[config.mk]
export PLATFORM = sky130hd
export DESIGN_NAME = program_loader_flat
export DESIGN_NICKNAME = d
export VERILOG_FILES = /design/src/rtl/i281_pkg.sv /design/src/rtl/program_loader_if.sv /design/src/rtl/load_addr_counter.sv /design/src/rtl/program_loader.sv /design/src/flat_wrapper.sv
export SDC_FILE = /design/constraint.sdc
export NUM_CORES = 1
export LEC_CHECK = 0
export CAP_MARGIN = 20
export CELL_PAD_IN_SITES_DETAIL_PLACEMENT = 0
export CELL_PAD_IN_SITES_GLOBAL_PLACEMENT = 1
export CORE_UTILIZATION = 34
export DETAILED_ROUTE_END_ITERATION = 16
export MAX_ROUTING_LAYER = met4
export PLACE_DENSITY = 0.86
export SYNTH_ARGS = -nofsm -noshare
export SYNTH_HDL_FRONTEND = slang
export SYNTH_HIERARCHICAL = 1
export SYNTH_SLANG_ARGS = --single-unit
[constraint.sdc]
create_clock -name clock -period 1.8 [get_ports clock]
set_input_delay 0.54 -clock clock [delete_from_list [all_inputs] [get_ports clock]]
set_output_delay 0.54 -clock clock [all_outputs]
set_load 0.02 [all_outputs]
[src/rtl/i281_pkg.sv]
// Shared definitions for the i281 program-load path: loader FSM states,
// instruction word width and default code-memory sizing.
package i281_pkg;

    localparam int WORD_W         = 16;
    localparam int DEFAULT_ADDR_W = 6;
    localparam int DEFAULT_DEPTH  = 64;

    typedef enum logic [1:0] {
        IDLE = 2'd0,
        LOAD = 2'd1,
        RUN  = 2'd2
    } load_state_t;

    // Checksum contribution of one instruction: high byte XOR low byte.
    function automatic logic [7:0] byte_fold(input logic [WORD_W-1:0] w);
        return w[15:8] ^ w[7:0];
    endfunction

endpackage

[src/rtl/program_loader_if.sv]
// Instruction stream into the loader and the code-memory write port out of it.
// The master drives the stream and observes writes; the slave is the loader.
// Backpressure is in_ready only; the write port cannot stall.
interface program_loader_if
    import i281_pkg::*;
#(
    parameter int ADDR_W = DEFAULT_ADDR_W
) ();

    logic              in_valid;
    logic [WORD_W-1:0] in_word;
    logic              in_last;
    logic              in_ready;

    logic              cmem_we;
    logic [ADDR_W-1:0] cmem_addr;
    logic [WORD_W-1:0] cmem_data;

    modport master (
        output in_valid, in_word, in_last,
        input  in_ready, cmem_we, cmem_addr, cmem_data
    );

    modport slave (
        input  in_valid, in_word, in_last,
        output in_ready, cmem_we, cmem_addr, cmem_data
    );

endinterface

[src/rtl/load_addr_counter.sv]
// Clearable, enabled up-counter giving the next write address and the word count.
// Latency: count updates on the clock edge after clr/en.
// Backpressure: none; clr has priority over en.
module load_addr_counter
    import i281_pkg::*;
#(
    parameter int W = DEFAULT_ADDR_W + 1
) (
    input  logic         clock,
    input  logic         reset,
    input  logic         clr,
    input  logic         en,
    output logic [W-1:0] count
);

    always_ff @(posedge clock or posedge reset) begin
        if (reset) begin
            count <= '0;
        end else if (clr) begin
            count <= '0;
        end else if (en) begin
            count <= count + W'(1);
        end
    end

endmodule

[src/rtl/program_loader.sv]
// Loads a program word stream into code memory while holding the CPU, then releases it.
// Latency: one cycle from an accepted word to its cmem write pulse.
// Backpressure: in_ready is high only in LOAD; the memory write port never stalls.
module program_loader
    import i281_pkg::*;
#(
    parameter int DEPTH  = DEFAULT_DEPTH,
    parameter int ADDR_W = DEFAULT_ADDR_W
) (
    input  logic              clock,
    input  logic              reset,
    input  logic              start,
    program_loader_if.slave   ld,
    output logic              cpu_hold,
    output logic              done,
    output logic [ADDR_W:0]   word_count,
    output logic [7:0]        checksum
);

    localparam logic [ADDR_W:0] LAST_ADDR = (ADDR_W+1)'(DEPTH - 1);

    load_state_t       state_q;
    load_state_t       state_d;
    logic              in_ready_c;
    logic              cnt_clr;
    logic              cnt_en;
    logic              last_word;
    logic [ADDR_W:0]   count;

    logic              we_q;
    logic [ADDR_W-1:0] addr_q;
    logic [WORD_W-1:0] data_q;
    logic [7:0]        csum_q;

    load_addr_counter #(
        .W (ADDR_W + 1)
    ) u_cnt (
        .clock (clock),
        .reset (reset),
        .clr   (cnt_clr),
        .en    (cnt_en),
        .count (count)
    );

    always_ff @(posedge clock or posedge reset) begin
        if (reset) begin
            state_q <= IDLE;
        end else begin
            state_q <= state_d;
        end
    end

    always_comb begin
        state_d    = state_q;
        in_ready_c = 1'b0;
        done       = 1'b0;
        cpu_hold   = 1'b1;
        cnt_clr    = 1'b0;
        // The word landing on the top address ends the load even without in_last.
        last_word  = ld.in_last || (count == LAST_ADDR);
        unique case (state_q)
            IDLE: begin
                if (start) begin
                    state_d = LOAD;
                    cnt_clr = 1'b1;
                end
            end
            LOAD: begin
                in_ready_c = 1'b1;
                if (ld.in_valid && last_word) begin
                    state_d = RUN;
                end
            end
            RUN: begin
                done     = 1'b1;
                // Keep the CPU held while the final write is still in flight.
                cpu_hold = we_q;
                if (start) begin
                    state_d = LOAD;
                    cnt_clr = 1'b1;
                end
            end
            default: state_d = IDLE;
        endcase
        cnt_en = ld.in_valid & in_ready_c;
    end

    always_ff @(posedge clock or posedge reset) begin
        if (reset) begin
            we_q   <= 1'b0;
            addr_q <= '0;
            data_q <= '0;
            csum_q <= '0;
        end else begin
            we_q <= cnt_en;
            if (cnt_en) begin
                addr_q <= count[ADDR_W-1:0];
                data_q <= ld.in_word;
                csum_q <= csum_q ^ byte_fold(ld.in_word);
            end else if (cnt_clr) begin
                csum_q <= '0;
            end
        end
    end

    assign ld.in_ready  = in_ready_c;
    assign ld.cmem_we   = we_q;
    assign ld.cmem_addr = addr_q;
    assign ld.cmem_data = data_q;
    assign word_count   = count;
    assign checksum     = csum_q;

endmodule

[src/flat_wrapper.sv]
// flat-port wrapper written by rule: the top's interface ports become plain ports
module program_loader_flat import i281_pkg::*;
#(
    parameter int DEPTH  = DEFAULT_DEPTH,
    parameter int ADDR_W = DEFAULT_ADDR_W
)
  (clock, reset, start, cpu_hold, done, word_count, checksum, ld_in_valid, ld_in_word, ld_in_last, ld_in_ready, ld_cmem_we, ld_cmem_addr, ld_cmem_data);
  program_loader_if #(.ADDR_W(ADDR_W)) ld_i ();
  input  logic clock;
  input  logic reset;
  input  logic start;
  output logic cpu_hold;
  output logic done;
  output logic [ADDR_W:0] word_count;
  output logic [7:0] checksum;
  input wire logic [$bits(ld_i.in_valid)-1:0] ld_in_valid;
  input wire logic [$bits(ld_i.in_word)-1:0] ld_in_word;
  input wire logic [$bits(ld_i.in_last)-1:0] ld_in_last;
  output wire logic [$bits(ld_i.in_ready)-1:0] ld_in_ready;
  output wire logic [$bits(ld_i.cmem_we)-1:0] ld_cmem_we;
  output wire logic [$bits(ld_i.cmem_addr)-1:0] ld_cmem_addr;
  output wire logic [$bits(ld_i.cmem_data)-1:0] ld_cmem_data;
  assign ld_i.in_valid = ld_in_valid;
  assign ld_i.in_word = ld_in_word;
  assign ld_i.in_last = ld_in_last;
  assign ld_in_ready = ld_i.in_ready;
  assign ld_cmem_we = ld_i.cmem_we;
  assign ld_cmem_addr = ld_i.cmem_addr;
  assign ld_cmem_data = ld_i.cmem_data;
  program_loader #(.DEPTH(DEPTH), .ADDR_W(ADDR_W)) u_core (.clock(clock), .reset(reset), .start(start), .ld(ld_i), .cpu_hold(cpu_hold), .done(done), .word_count(word_count), .checksum(checksum));
endmodule
==> results <==
- The delay of the slowest cell on the worst path is 0.60 ns.
- The netlist area before placement is 0.00184 mm2.
- The combinational fraction of design power is 48.5%.
- STA puts the critical path data required time at 1.26 ns.
- The synthesized design spends more area on one cell type than any other, namely sky130_fd_sc_hd__dfrtp_1.
- In this run the power density over the cells is 1460 mW/mm2.
- The initial utilization of the core area, before any placement, comes to 35.6%.
- The floorplan step defined a core boundary enclosing 0.00517 mm2.
- The total overflow left after global routing is 0.
- The fraction of the yosys area taken by sequential cells is 54.3%.
- The number of distinct library cells after synthesis is 28.
- The half-perimeter wire length after placement is 2940 um.
- The cell row count is 26.
- The tree is rooted in a sky130_fd_sc_hd__clkbuf_8.
- The largest fanout on the critical path is 2.
- The number of levels in the clock H-tree is 2.
- On the critical path the largest part of the delay comes from buffers and inverters.
- The final non-filler cell total is 335.
- The area occupied by multi-input gates is 764 um2.
- The CTS sink count is 40.
- At the worst endpoint, the arrival time is 1.22 ns.
- The total non-filler cell area in the finished layout is 0.00275 mm2.
- After detailed routing, the number of remaining DRC violations is 0.
- The maximum clock insertion buffer count is 2.
- Averaged over all synthesized cells, the footprint is 10.0 um2.
- The number of buffers inserted for hold repair after clock tree synthesis is 0.
- The via count of the first global-routing pass is 1411.
- The number of slew-limit violations in the final report is 0.
- Adding up every negative setup slack in the final design gives 0 ns.
- The post-layout minimum cycle time is 1.76 ns.
- The share of cells above drive strength 1 is 13.2%.
- Across the VDD grid, the largest voltage drop is 593 uV.
- The worst max-slew margin expressed relative to the limit is 79.9%.
- The sequential power share is 35.7%.
- After detailed routing, the number of vias per cell comes to 4.51.
- Once the clock tree was built, the resizer swapped 29 gates to a different size.
- The setup clock skew after layout is 0.00482 ns.
- 62 I/O pins were placed.
- The buffers inserted during post-CTS setup optimization is 0.
- The floorplan step defined a die boundary enclosing 0.00572 mm2.
- STA classifies the critical path startpoint as a flop.
- The hold violation count in the final report is 0.
- The pin count of the biggest net entering global routing is 34.
- By area the synthesized netlist is led by sky130_fd_sc_hd__dfrtp_1 (54%), sky130_fd_sc_hd__nand2_1 (14%), sky130_fd_sc_hd__xor2_1 (5.2%), sky130_fd_sc_hd__mux2i_1 (4.9%), sky130_fd_sc_hd__a21bo_1 (3.3%).
- Setup repair after global routing left no endpoint under its margin.
- Including well taps, the total number of placed cells is 328.
- The path class of the tightest hold or removal check is flop to flop.
- The placed instance area is 0.00265 mm2.
- The final period utilization is 97.5%.
- The critical path goes through clkdlybuf4s50_1.
- The global-route total usage across every layer is 16.3%.
- The worst setup path is of the flop to output pin kind.
- The count of antenna-violating nets left after detailed routing is 0.
- The number of buffers and inverters on the critical path is 1.
- The iteration-0 DRC count of the detailed router is 37.
- The overall die height is 75.6 um.
- 0 antenna diodes ended up in the layout.
- The final weighted congestion of routability-driven global placement is 0.865.
- The largest individual stage delay along the critical path comes from the cell sky130_fd_sc_hd__clkdlybuf4s50_1.
- After synthesis, the largest area contributor takes up 54.3% of total cell area.
- In this run switching power makes up 38.5% of total power.
- The design draws 4.01 mW.
- In the post-route analysis, the smallest setup slack over all paths is 0.0445 ns.
- The power dissipated by switching net loads is 1.54 mW.
- The run finished with clean final reports.
- The first global-routing pass estimated 6580 um of wire.
- At the pin with the least slew margin, the transition time is 0.300 ns.
- At the end of the flow, the number of nets in the layout was 287.
- The count of input and output buffers is 61.
- For this design the static power due to leakage is 1.65 nW.
- The setup slack after placement is -0.163 ns.
- The post-synthesis to final-layout area growth is 48.9%.
- The final count of negative-setup-slack endpoints is 0.
- In this run the horizontal extent of the chip is 75.6 um.
- Counting flops and latches in the post-synthesis netlist gives 40.
- Fill cells in the final layout number 482.
- The total vias in the final route is 1511.
- STA classifies the critical path endpoint as an output pin.
- Clock-pin slew was measured on the worst setup and hold paths at 0.07 ns.
- Based on the critical path, the design can be clocked at up to 570 MHz.
- Counting the buffers created by CTS gives 5.
- The pre-antenna-repair detailed-routing pass consisted of 4 iterations.
- The cell count after synthesis came out at 184.
- The storage element area is 0.00100 mm2.
- The part of the power in the clock network is 15.8%.
- The wire length per cell after detailed routing is 12.3 um.
- The total number of yosys warnings is 6.
- The total nets after synthesis is 206.
- The routed wire length is 4130 um.
- The number of antenna violations at the first check in global routing was 0.
- The cell-internal power is 2.46 mW.
- The later-pin clock latency in the skew report is 0.29 ns.
- The CTS tree is done.
- The max-capacitance violation count is 0.
[final timing paths]
kind	startpoint	to	slack, ns	depth (start not counted)
max reg2reg	u_core/state_q[0]	u_core/checksum[6]	0.40	5
max	u_core/ld.cmem_we	ld_cmem_we	0.04	1
max in group asynchronous	reset	u_core/ld.cmem_data[6]	0.99	3
min	u_core/ld.cmem_data[5]	u_core/ld.cmem_data[5]	0.47	2
min in group asynchronous	reset	u_core/u_cnt/count[3]	0.51	2
min reg2reg	u_core/ld.cmem_data[5]	u_core/ld.cmem_data[5]	0.47	2
[cell usage in the layout, fill, tap and decap left out, drive strengths merged, types with 3 or more instances in the layout]
| cell | synthesis | routed |
|---|---|---|
| nand2 | 69 | 69 |
| dlymetal6s2s | 0 | 16 |
| o21ai | 3 | 3 |
| inv | 4 | 4 |
| clkbuf | 2 | 8 |
| nand3b | 9 | 9 |
| mux2i | 9 | 9 |
| buf | 5 | 22 |
| clkdlybuf4s50 | 0 | 21 |
| nand4 | 3 | 3 |
| a21bo | 8 | 8 |
| xor2 | 11 | 11 |
| dfrtp | 40 | 40 |
| nor2 | 7 | 7 |
| dlygate4sd2 | 0 | 21 |
[layout make-up]
class,count,share of cell area (%)
multi-input cells,132,27.8
repair buffers,81,28.1
well taps,70,3.19
clock buffers,7,3.51
flip-flops and latches,40,36.5
inverters,5,0.866
[cell families after synthesis]
family | share of synthesized area (%)
simple gates | 23.6
flops | 54.3
compound gates | 6.59
xor+xnor | 5.70
buf+inv | 4.28
mux | 4.89
fa+ha+maj | 0.679
[metal layers]
layer	GRT usage (%)	share of wire, %	up-vias
li1	-	-	756
met1	21.3	48	709
met2	24.1	46	39
met3	3.97	4.3	7
met4	7.20	2.1	0
met5	-	0	-
[flip-flops by register name, summed over array words and instances (netlist names)]
name / cells
u_core/ld.cmem_data: 16
u_core/checksum: 8
u_core/u_cnt/count: 7
u_core/ld.cmem_addr: 6
u_core/state_q: 2
u_core/ld.cmem_we: 1
[power by group through the flow]
stage	clock network, mW	logic [mW]	registers, mW
after detailed placement	0	2.14	1.45
after floorplan	0	0.733	1.85
after global placement	0	2.12	1.45
after CTS	0.650	2.01	1.44
after global routing	0.690	2.14	1.48
final	0.634	1.94	1.43
[cell usage after synthesis]
| master | number |
|---|---|
| sky130_fd_sc_hd__nand2b_1 | 1 |
| sky130_fd_sc_hd__ha_1 | 1 |
| sky130_fd_sc_hd__xnor2_1 | 1 |
| sky130_fd_sc_hd__a22oi_1 | 1 |
| sky130_fd_sc_hd__nor2_1 | 7 |
| sky130_fd_sc_hd__nand3b_4 | 1 |
| sky130_fd_sc_hd__mux2i_1 | 9 |
| sky130_fd_sc_hd__o21ai_0 | 3 |
| sky130_fd_sc_hd__clkbuf_1 | 2 |
| sky130_fd_sc_hd__clkinv_4 | 1 |
| sky130_fd_sc_hd__buf_2 | 1 |
| sky130_fd_sc_hd__nand4_1 | 3 |
| sky130_fd_sc_hd__dfrtp_1 | 40 |
| sky130_fd_sc_hd__and4b_1 | 1 |
| sky130_fd_sc_hd__nand2_1 | 69 |
| sky130_fd_sc_hd__a21bo_2 | 2 |
| sky130_fd_sc_hd__or3_1 | 2 |
| sky130_fd_sc_hd__a21bo_1 | 6 |
| sky130_fd_sc_hd__nand3b_1 | 8 |
| sky130_fd_sc_hd__inv_1 | 4 |
| sky130_fd_sc_hd__and2b_1 | 1 |
| sky130_fd_sc_hd__or2b_1 | 1 |
| sky130_fd_sc_hd__buf_4 | 3 |
| sky130_fd_sc_hd__a211o_1 | 1 |
| sky130_fd_sc_hd__a21oi_1 | 2 |
| sky130_fd_sc_hd__nor2b_1 | 1 |
| sky130_fd_sc_hd__xor2_1 | 11 |
| sky130_fd_sc_hd__buf_12 | 1 |
[metrics by stage]
stage	util [%]	hold WS [ns]
3_5_place_dp	51.2	0.461
2_1_floorplan	-	0.343
4_1_cts	52.6	0.480
3_3_place_gp	51.2	0.458
6_report	53.1	0.470
5_1_grt	53.1	0.504
No activity file was read; power rests on OpenSTA's default activity.
